$ cat config.mk
export PLATFORM = sky130hd
export DESIGN_NAME = abs_diff_ctrl
export DESIGN_NICKNAME = d
export VERILOG_FILES = /design/src/rtl/abs_diff_ctrl_pkg.sv /design/src/rtl/abs_diff_ctrl_rca_diff.sv /design/src/rtl/abs_diff_ctrl.sv
export SDC_FILE = /design/constraint.sdc
export NUM_CORES = 1
export LEC_CHECK = 0
export ABC_AREA = 1
export BUFFER_PORTS_ARGS = -buffer_cell sky130_fd_sc_hd__buf_2
export CAP_MARGIN = 20
export CELL_PAD_IN_SITES_DETAIL_PLACEMENT = 2
export CELL_PAD_IN_SITES_GLOBAL_PLACEMENT = 2
export CORE_ASPECT_RATIO = 2
export CORE_UTILIZATION = 31
export DETAILED_ROUTE_END_ITERATION = 10
export PLACE_DENSITY_LB_ADDON = 0.3
export SLEW_MARGIN = 15
export SYNTH_ARGS = -nofsm -noshare
export SYNTH_HDL_FRONTEND = slang
export SYNTH_SLANG_ARGS = --single-unit
$ cat constraint.sdc
create_clock -name clk -period 10.5 [get_ports clk]
set_input_delay 2.1 -clock clk [delete_from_list [all_inputs] [get_ports clk]]
set_output_delay 2.1 -clock clk [all_outputs]
set_load 0.1 [all_outputs]
$ cat src/rtl/abs_diff_ctrl_pkg.sv
// abs_diff_ctrl_pkg: shared FSM encoding and default width for the abs-diff controller.
package abs_diff_ctrl_pkg;
    localparam int WIDTH_DEF = 8;
    typedef enum logic [1:0] {IDLE, SUB, NEG, HOLD} state_t;
endpackage

$ cat src/rtl/abs_diff_ctrl_rca_diff.sv
// rca_diff: fixed 8-bit ripple-carry subtractor, sum = a + ~b + cin.
module rca_diff (
    input  logic [7:0] a,
    input  logic [7:0] b,
    input  logic       cin,
    output logic [7:0] sum,
    output logic       cout
);
    logic [8:0] c;
    assign c[0] = cin;
    assign cout = c[8];
    for (genvar i = 0; i < 8; i++) begin : g_bit
        assign sum[i]   = a[i] ^ ~b[i] ^ c[i];
        assign c[i + 1] = (a[i] & ~b[i]) | (a[i] & c[i]) | (~b[i] & c[i]);
    end
endmodule

$ cat src/rtl/abs_diff_ctrl.sv
// abs_diff_ctrl: two-requester round-robin front end sharing one subtractor for |a-b|.
module abs_diff_ctrl
    import abs_diff_ctrl_pkg::*;
#(
    parameter int WIDTH  = WIDTH_DEF,
    parameter bit ABS_EN = 1'b1
) (
    input  logic             clk,
    input  logic             rst_n,
    input  logic             req0_valid,
    input  logic [WIDTH-1:0] req0_a,
    input  logic [WIDTH-1:0] req0_b,
    output logic             req0_ready,
    input  logic             req1_valid,
    input  logic [WIDTH-1:0] req1_a,
    input  logic [WIDTH-1:0] req1_b,
    output logic             req1_ready,
    output logic             rsp_valid,
    input  logic             rsp_ready,
    output logic             rsp_id,
    output logic [WIDTH-1:0] rsp_diff,
    output logic             rsp_neg,
    output logic             busy
);
    state_t state, nxt;
    logic last_grant, gnt, accept, id, neg, cout;
    logic [WIDTH-1:0] op_a, op_b, diff, sa, sb, sum;

    rca_diff u_rca (.a(sa), .b(sb), .cin(1'b1), .sum(sum), .cout(cout));

    always_comb begin
        gnt        = (req0_valid & req1_valid) ? ~last_grant : req1_valid;
        accept     = rst_n & (state == IDLE) & (req0_valid | req1_valid);
        req0_ready = accept & ~gnt;
        req1_ready = accept & gnt;
        // negate pass reuses the subtractor as 0 - diff
        sa         = (state == NEG) ? '0 : op_a;
        sb         = (state == NEG) ? diff : op_b;
        nxt        = (state == IDLE) ? (accept ? SUB : IDLE) :
                     (state == SUB)  ? ((!cout && ABS_EN) ? NEG : HOLD) :
                     (state == NEG)  ? HOLD :
                     (rsp_ready ? IDLE : HOLD);
    end

    always_ff @(posedge clk or negedge rst_n) begin
        if (!rst_n) begin
            state      <= IDLE;
            last_grant <= 1'b1;
            op_a       <= '0;
            op_b       <= '0;
            diff       <= '0;
            id         <= 1'b0;
            neg        <= 1'b0;
        end else begin
            state <= nxt;
            if (accept) begin
                op_a       <= gnt ? req1_a : req0_a;
                op_b       <= gnt ? req1_b : req0_b;
                id         <= gnt;
                last_grant <= gnt;
            end
            if (state == SUB) begin
                diff <= sum;
                neg  <= ~cout;
            end
            if (state == NEG) diff <= sum;
        end
    end

    assign rsp_valid = (state == HOLD);
    assign rsp_id    = id;
    assign rsp_diff  = diff;
    assign rsp_neg   = neg;
    assign busy      = (state != IDLE);
endmodule
==> summary.md <==
| Metric | Value |
|---|---|
| # hold bufs at CTS | 0 |
| Initial antenna violation count | 0 |
| Most frequent cell after synthesis | nand2_1 |
| Synth warn | 0 |
| Post_cts resized | 0 |
| CP Class | in2out |
| Global-route wire length before repair | roughly 7.4 mm |
| Crit. End Element | output port |
| Critical path, cell by cell | buf_2 -> nand2_1 -> nor2_8 -> inv_2 -> a21oi_2 -> buf_2 |
| Worst path max stage delay | about 0.51 ns |
| Initial drt markers | 7 |
| GP Congestion | 0.691 |
| Sequential Area | just over 700 sq um |
| Die X | 55.1 um |
| Crit path required time | about 8.4 ns |
| Filler cell count | roughly 670 |
| Tot GR Track Use | 0.175 |
| Buffers added on ports | 50 |
| Synth cell count leaders | 123 x nand2_1, 28 x dfrtp_1, 16 x nand3_1, 15 x inv_1, 13 x o21ai_0 |
| Final hold vios | 0 |
| Mapped Nets | 277 |
| WL final | 4.33 mm |
| Synth async-reset ratio | 1.00 |
| Pre-antenna DRT Iters | 3 |
| Residual DRC | 0 |
| Rel. slew slack | 0.566 |
| Leading post-synthesis cells by cell area | dfrtp_1 40%, nand2_1 26%, fa_1 8.0% |
| Met3 Use GR | 0.0338 |
| Clk buf depth | 2 |
| VDD IR max | roughly 0.28 mV |
| HP Class | reg2reg |
| Internal power component | roughly 0.35 mW |
| CP max stage cell | buf_2 |
| Fin Setup TNS | 0 ns |
| Mapped Avg Cell Area | ~7.7 sq um |
| Final Max Slew Viols | 0 |
| RSZ-0062 raised after global routing | false |
| Worst-case clock skew | 0.00594 ns |
| Top FF cell, synth | dfrtp_1 |
| Share of post-route cells with drive strength above 1 | 0.236 |
| Synth area leader | dfrtp_1 |
| Most Frequent Cell on Critical Path | buf_2 |
| Status | finished, final reports clean |
| Flop pwr share | 0.255 |
| Gate power share | 0.618 |
| Critical path fanouts, max | 30 |
| CTS buffer count | 5 |
| Synth-to-Final Area Change | 20.4% |
| Worst Setup SP | rst_n |
| Vias post-DR | approximately 1.6k |
| Vias per cell | between 4 and 5 |
| Antenna cells | 0 |
| Clock power share | 0.127 |
| Post-synth EDFFs | 0 |
| Least-Margin Pin Slew | roughly 0.65 ns |
| Clock sink total | 29 |
| Final period util | 0.584 |
| WHS Path Cells | 2 |
| Leak Pwr | 1.20 nW |
| Worst setup SP type | input port |
| Root buffer cell | clkbuf_8 |
| Die area | around 6000 sq um |
| HP Start | rsp_id |
| PD cells | ~380 nW/um^2 |
| Synth cell types | 17 |
| Post-DRT Antenna Nets | 0 |
| TritonCTS clock tree | done |
| Post-Synthesis Cells | 228 |
| Net Sw Frac | 0.556 |
| I/O pins | between 50 and 60 |
| Worst-path clk slew | 0.06 ns |
| GR Util met2 | 0.324 |
| R2R depth | 18 |
| Core region area | between 5000 and 6000 sq um |
| Post-synthesis sequential area ratio | 0.416 |
| Initial core utilization | 0.322 |
| H-tree Lvls | 2 |
| Global Route met1 Usage | 0.173 |
| Final core utilization | 0.388 |
| Nets | about 320 |
| Synth top area share | 0.401 |
| Fin crit period | slightly above 6 ns |
| Fmax | about 0.16 GHz |
| Vias in the first global route | around 1.7k |
| Worst R2R Start | state[0] |
| Wire per inst | 12.9 um |
| Final instance area | around 2100 sq um |
| DP Area | between 1500 and 2000 sq um |
| Die Y-Extent | 108 um |
| Max_cap viols | 0 |
| Placement row count | 38 |
| GR Overflow Total | 0 |
| Largest net degree at the start of global routing | 31 |
| Cell area after synthesis | roughly 1700 sq um |
| Setup violators final | 0 |
| Post-DP HPWL | ~3.5 mm |
| Synthesized flop and latch total | 29 |
| Critical Path AT | slightly above 4 ns |
| Clk_lat worst skew | approximately 0.28 ns |
| GRT Max-Usage Layer | met2 |
| Multi-input logic area | approximately 900 sq um |
| Switching pwr | between 0.4 and 0.5 mW |
| Post-CTS Setup Inserts | 0 |
[per-stage QoR]
stage                     instances  power (mW)  setup slack (ns)  hold WS [ns]
final                           336       0.797              4.37         0.476
after global routing            336       0.886              4.13         0.513
after CTS                       336       0.818              4.27         0.480
after detailed placement        328       0.708              4.28         0.465
after global placement          328       0.685              4.35         0.463
after floorplan                 228       0.604              4.81         0.444
[path summary, 6_finish.rpt]
path,to,slack [ns]
min in group asynchronous,state[1],1.84
setup reg to reg,rsp_diff[7],5.81
hold / removal,rsp_id,0.48
setup / recovery,req0_ready,4.37
max in group asynchronous,op_b[6],8.23
hold reg to reg,rsp_id,0.48
[metal layers]
layer / share of wire / wire, um / vias up
met1: 0.36 / 1540 / 749
met2: 0.60 / 2580 / 35
met4: 0.024 / 106 / 0
met3: 0.025 / 107 / 6
li1: - / - / 789
met5: 0 / 0 / -
[sequential cells by signal, summed over array words and instances, names as in the netlist]
name        count
rsp_diff        8
state           2
rsp_neg         1
rsp_id          1
op_b            8
last_grant      1
op_a            8
[cell type report]
type,instances,share of cell area
multi-input combinational,173,0.422
sequential,29,0.346
clock inverter,1,0.00238
clock buffer,7,0.0459
inverter,16,0.0286
timing repair buffer,50,0.119
tap,60,0.0357
[power groups by stage]
stage	combinational, mW	sequential, mW	clock (mW)
floorplan	0.269	0.335	0
global placement	0.482	0.203	0
detailed placement	0.501	0.207	0
CTS	0.507	0.206	0.105
global route	0.561	0.213	0.112
finish	0.492	0.204	0.101
[critical path: cells and delay by family]
family,cells,cell delay [ns]
simple gates,2,0.63
buf+inv,3,1.14
compound gates,1,0.15
[cells by family after synthesis]
logic type / after synthesis / synth area share
AO/OA/AOI/OAI: 14 / 0.0423
adder cells (fa/ha/maj): 12 / 0.116
buffers and inverters: 26 / 0.0753
flip-flops: 29 / 0.416
AND/OR/NAND/NOR: 147 / 0.350
[layout by cell type, fill, tap and decap left out, drive strengths merged, types with 5 or more instances in the layout]
| cell | n |
|---|---|
| buf | 50 |
| nor2 | 6 |
| inv | 16 |
| dfrtp | 28 |
| nand3 | 16 |
| fa | 7 |
| o21ai | 13 |
| ha | 5 |
| nand2 | 125 |
| clkbuf | 7 |
(Power assumes the default switching activity.)
